File: config.mk
export PLATFORM = sky130hd
export DESIGN_NAME = rf_write_queue_flat
export DESIGN_NICKNAME = d
export VERILOG_FILES = /design/src/rtl/rf_pkg.sv /design/src/rtl/rf_write_queue_if.sv /design/src/rtl/rf_fwd_match.sv /design/src/rtl/rf_write_queue.sv /design/src/flat_wrapper.sv
export SDC_FILE = /design/constraint.sdc
export NUM_CORES = 1
export LEC_CHECK = 0
export CAP_MARGIN = 20
export CORE_ASPECT_RATIO = 1.2
export CORE_UTILIZATION = 29
export CTS_CLUSTER_DIAMETER = 30
export DETAILED_ROUTE_END_ITERATION = 16
export HOLD_SLACK_MARGIN = 0.02
export MAX_ROUTING_LAYER = met4
export PLACE_DENSITY = 0.59
export RECOVER_POWER = 50
export SLEW_MARGIN = 20
export SYNTH_ARGS = -nofsm -noshare
export SYNTH_HDL_FRONTEND = slang
export SYNTH_SLANG_ARGS = --single-unit
export TNS_END_PERCENT = 100
File: constraint.sdc
create_clock -name clk -period 12.7 [get_ports clk]
set_clock_uncertainty 0.2 [all_clocks]
set_input_delay 3.175 -clock clk [delete_from_list [all_inputs] [get_ports clk]]
set_output_delay 3.175 -clock clk [all_outputs]
set_load 0.05 [all_outputs]
File: src/rtl/rf_pkg.sv
// Register-file wide constants shared by the write queue and the register file.
package rf_pkg;
  localparam int REG_ADDR_W = 5;
  localparam int REG_DATA_W = 32;
  localparam logic [REG_ADDR_W-1:0] ZERO_REG = 5'd0;
endpackage

File: src/rtl/rf_write_queue_if.sv
// Writeback-to-queue request channel: valid/ready handshake carrying one register write.
interface rf_write_queue_if
  import rf_pkg::*;
#(
  parameter int AW = REG_ADDR_W,
  parameter int DW = REG_DATA_W
) ();
  logic          in_valid;
  logic          in_ready;
  logic [AW-1:0] in_reg;
  logic [DW-1:0] in_data;

  modport master (output in_valid, output in_reg, output in_data, input in_ready);
  modport slave  (input in_valid, input in_reg, input in_data, output in_ready);
endinterface

File: src/rtl/rf_fwd_match.sv
// One forwarding lookup port: finds the youngest valid queue entry targeting a register.
module rf_fwd_match
  import rf_pkg::*;
#(
  parameter int DEPTH = 4,
  parameter int AW    = REG_ADDR_W,
  parameter int DW    = REG_DATA_W,
  localparam int PW   = $clog2(DEPTH)
) (
  input  logic [DEPTH-1:0]         valid,
  input  logic [DEPTH-1:0][AW-1:0] regs,
  input  logic [DEPTH-1:0][DW-1:0] datas,
  input  logic [DEPTH-1:0][PW-1:0] ages,
  input  logic [AW-1:0]            lookup,
  output logic                     hit,
  output logic [DW-1:0]            data
);
  logic [PW-1:0] best;

  // Ages are unique per entry, so the largest age among matches is the youngest write.
  always_comb begin
    hit  = 1'b0;
    data = '0;
    best = '0;
    for (int i = 0; i < DEPTH; i++) begin
      if (valid[i] && (regs[i] == lookup) && (lookup != AW'(ZERO_REG)) &&
          (!hit || (ages[i] > best))) begin
        hit  = 1'b1;
        best = ages[i];
        data = datas[i];
      end
    end
  end
endmodule

File: src/rtl/rf_write_queue.sv
// Buffers writeback register writes and drains one per cycle into the register file,
// with two forwarding lookups over the still-queued entries.
module rf_write_queue
  import rf_pkg::*;
#(
  parameter int DEPTH = 4,
  parameter int AW    = REG_ADDR_W,
  parameter int DW    = REG_DATA_W
) (
  input  logic                       clk,
  input  logic                       rst,
  rf_write_queue_if.slave            wr,
  input  logic                       hold,
  output logic                       rf_write_en,
  output logic [AW-1:0]              rf_write_reg,
  output logic [DW-1:0]              rf_write_data,
  input  logic [AW-1:0]              fwd_reg_1,
  input  logic [AW-1:0]              fwd_reg_2,
  output logic                       fwd_hit_1,
  output logic                       fwd_hit_2,
  output logic [DW-1:0]              fwd_data_1,
  output logic [DW-1:0]              fwd_data_2,
  output logic [$clog2(DEPTH+1)-1:0] count
);
  localparam int PW = $clog2(DEPTH);
  localparam int CW = $clog2(DEPTH + 1);

  logic [DEPTH-1:0][AW-1:0] mem_reg;
  logic [DEPTH-1:0][DW-1:0] mem_data;
  logic [PW-1:0]            head;
  logic [PW-1:0]            tail;
  logic [DEPTH-1:0][PW-1:0] ages;
  logic [DEPTH-1:0]         valid;
  logic                     push;
  logic                     enq;
  logic                     pop;

  assign wr.in_ready   = (count < CW'(DEPTH));
  assign push          = wr.in_valid && wr.in_ready;
  // Register 0 is hardwired zero: the handshake completes but nothing is stored.
  assign enq           = push && (wr.in_reg != AW'(ZERO_REG));
  assign rf_write_en   = (count != '0) && !hold;
  assign pop           = rf_write_en;
  assign rf_write_reg  = mem_reg[head];
  assign rf_write_data = mem_data[head];

  always_ff @(posedge clk or negedge rst) begin
    if (!rst) begin
      mem_reg  <= '0;
      mem_data <= '0;
      head     <= '0;
      tail     <= '0;
      count    <= '0;
    end else begin
      if (enq) begin
        mem_reg[tail]  <= wr.in_reg;
        mem_data[tail] <= wr.in_data;
        tail           <= tail + PW'(1);
      end
      if (pop) begin
        head <= head + PW'(1);
      end
      case ({enq, pop})
        2'b10:   count <= count + CW'(1);
        2'b01:   count <= count - CW'(1);
        default: count <= count;
      endcase
    end
  end

  // Age is distance from head; an entry is live when its age is below the fill count.
  always_comb begin
    for (int i = 0; i < DEPTH; i++) begin
      ages[i]  = PW'(i) - head;
      valid[i] = (CW'(ages[i]) < count);
    end
  end

  rf_fwd_match #(.DEPTH(DEPTH), .AW(AW), .DW(DW)) u_fwd_1 (
    .valid  (valid),
    .regs   (mem_reg),
    .datas  (mem_data),
    .ages   (ages),
    .lookup (fwd_reg_1),
    .hit    (fwd_hit_1),
    .data   (fwd_data_1)
  );

  rf_fwd_match #(.DEPTH(DEPTH), .AW(AW), .DW(DW)) u_fwd_2 (
    .valid  (valid),
    .regs   (mem_reg),
    .datas  (mem_data),
    .ages   (ages),
    .lookup (fwd_reg_2),
    .hit    (fwd_hit_2),
    .data   (fwd_data_2)
  );
endmodule

File: src/flat_wrapper.sv
// flat-port wrapper written by rule: the top's interface ports become plain ports
module rf_write_queue_flat import rf_pkg::*;
#(
  parameter int DEPTH = 4,
  parameter int AW    = REG_ADDR_W,
  parameter int DW    = REG_DATA_W
)
  (clk, rst, hold, rf_write_en, rf_write_reg, rf_write_data, fwd_reg_1, fwd_reg_2, fwd_hit_1, fwd_hit_2, fwd_data_1, fwd_data_2, count, wr_in_valid, wr_in_reg, wr_in_data, wr_in_ready);
  rf_write_queue_if #(.AW(AW), .DW(DW)) wr_i ();
  input  logic clk;
  input  logic rst;
  input  logic hold;
  output logic rf_write_en;
  output logic [AW-1:0] rf_write_reg;
  output logic [DW-1:0] rf_write_data;
  input  logic [AW-1:0] fwd_reg_1;
  input  logic [AW-1:0] fwd_reg_2;
  output logic fwd_hit_1;
  output logic fwd_hit_2;
  output logic [DW-1:0] fwd_data_1;
  output logic [DW-1:0] fwd_data_2;
  output logic [$clog2(DEPTH+1)-1:0] count;
  input wire logic [$bits(wr_i.in_valid)-1:0] wr_in_valid;
  input wire logic [$bits(wr_i.in_reg)-1:0] wr_in_reg;
  input wire logic [$bits(wr_i.in_data)-1:0] wr_in_data;
  output wire logic [$bits(wr_i.in_ready)-1:0] wr_in_ready;
  assign wr_i.in_valid = wr_in_valid;
  assign wr_i.in_reg = wr_in_reg;
  assign wr_i.in_data = wr_in_data;
  assign wr_in_ready = wr_i.in_ready;
  rf_write_queue #(.DEPTH(DEPTH), .AW(AW), .DW(DW)) u_core (.clk(clk), .rst(rst), .wr(wr_i), .hold(hold), .rf_write_en(rf_write_en), .rf_write_reg(rf_write_reg), .rf_write_data(rf_write_data), .fwd_reg_1(fwd_reg_1), .fwd_reg_2(fwd_reg_2), .fwd_hit_1(fwd_hit_1), .fwd_hit_2(fwd_hit_2), .fwd_data_1(fwd_data_1), .fwd_data_2(fwd_data_2), .count(count));
endmodule
-- After elaboration in Yosys (flattened, before gate mapping)
Index checks and enable logic that the tools add are counted.
- add/subtract/negate cells: 8
- magnitude comparators: 14
- eq/ne operators: 10
- reduce and logical (&&, ||, !) cells: 44
- muxes and demuxes: 33
- operators by type and width (kind ; count):
    two-way mux 32 bit ; 10
    bitwise mux 128 bit ; 1
    binary-select mux 32 bit (select 2 bit) ; 1
    demux 32 bit (select 2 bit) ; 1
    == test 5 bit ; 8
    logical AND 1 bit ; 26
    bitwise mux 20 bit ; 1
    nonzero test 5 bit ; 3
    greater-than comparator 2 bit ; 6
    less-than comparator 2 x 3 -> 1 bit ; 4
    two-way mux 2 bit ; 6
    binary-select mux 5 bit (select 2 bit) ; 1
    demux 5 bit (select 2 bit) ; 1
    two-way mux 5 bit ; 2
    two-way mux 1 bit ; 8
    zero test 1 bit ; 7
    logical OR 1 bit ; 6
    less-than comparator 2 x 3 -> 1 bit (second input constant) ; 2
    one-hot mux 3 bit (2 select lines) ; 1
    adder 2 x 1 -> 2 bit (second input constant) ; 2
    subtractor 1 x 2 -> 2 bit (first input constant) ; 2
    subtractor 2 bit (first input constant) ; 2
    adder 3 x 1 -> 3 bit (second input constant) ; 1
    less-than comparator 3 bit (second input constant) ; 1
    other kinds (6) ; 6
- input port bits: 51
- bits in registers: 155

-- Logic depth before layout (Yosys ltp)
- depth after elaboration: 17
- mapped depth: 28
- depth with buffers taken out: 21

-- Hierarchy
Synthesis repeated with hierarchy kept, for this count alone.
- cell total of the unflattened synthesis: 867
- area, all modules: 10714.0 µm²
- by module, submodules not included (module ; cells an instance ; times used ; area an instance (µm²)):
    rf_write_queue ; 425 ; 1 ; 7485.9
    rf_fwd_match ; 221 ; 2 ; 1614.0

-- Least setup slack after synthesis
No wires, ideal clock.
- kind: input to output
- from: input fwd_reg_2[0]
- to: output fwd_data_2[10]
- buffers on the path: 5
- setup slack: 0.895 ns
- data arrival time: 8.430 ns
- stages on the path: 23
- path through: buf_2 > nor3_1 > and2_1 > nor4_4 > a21boi_1 > buf_2 > mux2_2 > ha_1 > nand2_1 > o21ai_0 > a21boi_0 > a221oi_1 > clkbuf_1 > o21ai_0 > nand2_1 > ha_1 > nor2b_1 > o21ai_0 > o31ai_1 > and2_0 > clkbuf_1 > buf_2 > o31ai_1
- longest elaborated chain between the ends: 16
- elaborated cells between the ends (all ways): 35
- RTL lines (what ; line ; text):
    start, declared ; flat_wrapper.sv:17 ; input logic [AW-1:0] fwd_reg_2;
    == test 5 bit ; rf_fwd_match.sv:26 ; if (valid[i] && (regs[i] == lookup) && (lookup != AW'(ZERO_REG)) &&
    logical AND 1 bit (2 in series) ; rf_fwd_match.sv:26 ;
    two-way mux 2 bit / two-way mux 1 bit (equally long branches) ; rf_fwd_match.sv:26 ;
    greater-than comparator 2 bit / zero test 1 bit (equally long branches) ; rf_fwd_match.sv:27 ; (!hit || (ages[i] > best))) begin
    logical OR 1 bit ; rf_fwd_match.sv:27 ;
    logical AND 1 bit ; rf_fwd_match.sv:26 ;
    two-way mux 2 bit / two-way mux 1 bit (equally long branches) ; rf_fwd_match.sv:26 ;
    greater-than comparator 2 bit / zero test 1 bit (equally long branches) ; rf_fwd_match.sv:27 ;
    logical OR 1 bit ; rf_fwd_match.sv:27 ;
    logical AND 1 bit ; rf_fwd_match.sv:26 ;
    two-way mux 2 bit / two-way mux 1 bit (equally long branches) ; rf_fwd_match.sv:26 ;
    greater-than comparator 2 bit / zero test 1 bit (equally long branches) ; rf_fwd_match.sv:27 ;
    logical OR 1 bit ; rf_fwd_match.sv:27 ;
    logical AND 1 bit ; rf_fwd_match.sv:26 ;
    two-way mux 32 bit * ; rf_fwd_match.sv:26 ;
    end, declared ; flat_wrapper.sv:21 ; output logic [DW-1:0] fwd_data_2;
Every way passes the cells marked *; elsewhere a longest branch is shown, timed or not.

-- Worst setup path after layout
- from: input fwd_reg_2[1]
- to: output fwd_data_2[9]
Same word-level chain as after synthesis.

==> results.md <==
- Mapped Cells: 891
- Register area share after synthesis: 38.01%
- Gr usage total: 20.85%
- # Post-CTS Setup Buffers: 0
- CP endpoint kind: primary output
- Worst r2r dst: u_core.mem_data[79]
- Most common cell in the netlist: mux2_2
- Met2 WL post-DR: 18000 um
- Vias per inst: 5.875
- Share of cells above drive strength 1: 36.38%
- Post-synth top cells: mux2_2 (180), dfrtp_1 (155), nand3_1 (68), clkbuf_1 (41), nor2_1 (39)
- PortBufs: 158
- Setup violators final: 0
- DRT Wirelength: 36540 um
- Outcome: complete, but fails checks
- H-tree depth: 4
- Die height: 207.5 um
- Largest register FFs: 128
- Worst-case clock buffer depth: 2
- Row cnt: 74
- CTS root buf: clkbuf_16
- Mapped cell area: 0.01020 mm2
- Slew @ Worst Pin: 5137 ps
- Filler cell count in the final layout: 3298
- Final worst setup slack: 202.0 ps
- Post-CTS Hold Buffers: 0
- Async SR Flop Fraction: 100.0%
- Chip width: 173.2 um
- Via count: 8654
- Post-synthesis mux area share: 28.35%
- CP Max Fanout: 33
- # IOs: 159
- Post-route ant nets: 0
- Adder-cell share of the synthesized area: 2.403%
- Leak: 5.048 nW
- Slew Limit Headroom: -242.4%
- First-pass DRT Iterations: 5
- Largest family of logic cells by synthesized area: multiplexers
- Type of element launching the critical path: primary input
- Average size of a mapped cell: 11.45 um2
- Hold Crit Class: flop to flop
- Vias in the first global route: 8988
- Synth Warn #: 0
- WP data required: 9320 ps
- Worst R2R Start: u_core.count[2]
- Peak VDD IR: 0.0001987 V
- Nets: 1074
- Drc violations: 0
- R2R depth: 5
- FF-to-FF setup slack: 8520 ps
- Metal3 WL: 1990 um
- Top sig layer: met4
- CTS Buf Count: 17
- CP Class: primary input to primary output
- Core ar.: 0.03435 mm2
- EDFF count, synth: 0
- Tot Pwr: 4.159 mW
- Antenna cell count: 0
- Yosys cell types: 59
- WP data arrival: 9120 ps
- Power density cells: 316.5 mW/mm2
- Simple-Gate Fraction of Synth Area: 7.296%
- Final hold violation count: 0
- Period minus WS final: 12500 ps
- End of the worst hold path: u_core.count[1]
- Synthesis-to-finish area growth: 28.77%
- GP Congestion: 0.8824
- Initial DRC Count: 706
- Post_cts resized: 0
- RSZ-0062 raised after global routing: true
- Dpl ws: 231.1 ps
- DP HPWL: 22400 um
- Cell taking the most area after synthesis: dfrtp_1
- Core Util, Final: 38.25%
- Met1 Wirelength: 15470 um
- Initial antenna violation count: 0
- Initial Util: 29.70%
- Synth top area share: 38.01%
- Remaining global-route overflow: 0
- Startpoint of the worst hold path: u_core.count[1]
- Storage cell area: 0.003884 mm2
- Synth Flop Type: dfrtp_1
- Failing checks: max-capacitance violations, max-slew violations
- Skew-Pair Late Insertion Delay: 440 ps
- Max-cap violations: 4
- Hold Worst Slack: 343.8 ps
- Sink Count: 155
- Largest net degree at the start of global routing: 90
- XOR/XNOR share of the synthesized area: 3.863%
- Drt wl/cell: 24.80 um
- Final period util: 98.41%
- Fmax: 0.08001 GHz
- Footprint of the multi-input gates: 0.005986 mm2
- Clock-pin slew on the worst setup and hold paths: 70 ps
- Final slew viol count: 234
- Hold Path Stages: 2
- CTS tree: done
- Top cells by area, synth: dfrtp_1 (38%), mux2_2 (20%), mux4_2 (8.2%)
- DIE AREA: 0.03594 mm2
- Number of synthesized register bits: 155
- First-pass GRT wire length: 55710 um
- Post-synth net total: 961
- Synth Area in Compound Gates: 15.36%
==> through the flow <==
step | cell area, um2 | setup TNS, ps | cells
after floorplan | 10200 | 0 | 891
after global placement | 12510 | 0 | 1441
after detailed placement | 12510 | 0 | 1441
after CTS | 13150 | 0 | 1473
after global routing | 13140 | -83.82 | 1473
final | 13140 | 0 | 1473
==> critical path, stage by stage <==
cell and delay (ps):
clkdlybuf4s50_1 630, xnor2_1 170, nand3_1 170, a2111oi_4 560, a21boi_4 320, a22oi_1 130, ha_1 330, nor2b_1 130
o21ai_0 220, a21boi_0 410, a221o_2 250, buf_4 420, nand3_1 130, nand2_1 80, ha_1 140, nor2b_1 40
o21ai_0 270, o31ai_4 120, and2_2 480, o31ai_1 700, buf_12 220
==> how the worst max path moves through the flow <==
stage,startpoint,to,cells past startpoint
2_1_floorplan,fwd_reg_2[0],fwd_data_2[10],23
3_3_place_gp,fwd_reg_2[1],fwd_data_2[29],21
3_5_place_dp,fwd_reg_2[1],fwd_data_2[29],21
4_1_cts,fwd_reg_2[1],fwd_data_2[29],21
5_1_grt,fwd_reg_2[1],fwd_data_2[0],21
6_report,fwd_reg_2[1],fwd_data_2[9],21
==> cell families after synthesis <==
family / Yosys count
adder cells (fa/ha/maj): 19
multiplexers: 220
flip-flops: 155
XOR/XNOR: 45
buffers and inverters: 104
AO/OA/AOI/OAI: 197
AND/OR/NAND/NOR: 151
==> layout make-up <==
class                           instances  share of cell area [%]
Timing Repair Buffer                  186                   15.33
Sequential cell                       155                   29.56
Clock buffer                           23                   3.638
Tap cell                              456                   4.342
Clock inverter                          9                   1.228
Multi-Input combinational cell        632                   45.56
Inverter                               12                  0.3428
==> placed cells by master (no fill, tap or decap), types with 15 or more instances in the layout <==
master	n
o211ai_1	32
a221oi_1	32
nand2_1	15
xor2_1	20
clkbuf_16	17
xnor2_1	25
clkdlybuf4s50_1	87
buf_12	32
nand3_1	68
nor2_1	39
dfrtp_1	153
buf_4	57
ha_1	18
mux2_2	180
a31oi_1	34
a2111oi_0	26
mux4_2	37
o31ai_1	30
==> metal layers <==
metal	vias up	track usage, %
met5	-	-
met4	0	10.10
met3	81	2.839
met2	406	33.52
met1	4476	25.77
li1	3691	-
==> report_power, final <==
part,switching [mW],internal (mW)
Combinational,1.49,1.03
Clock,0.217,0.346
Sequential,0.331,0.746
Note: power is estimated with default switching activity, not from simulation.
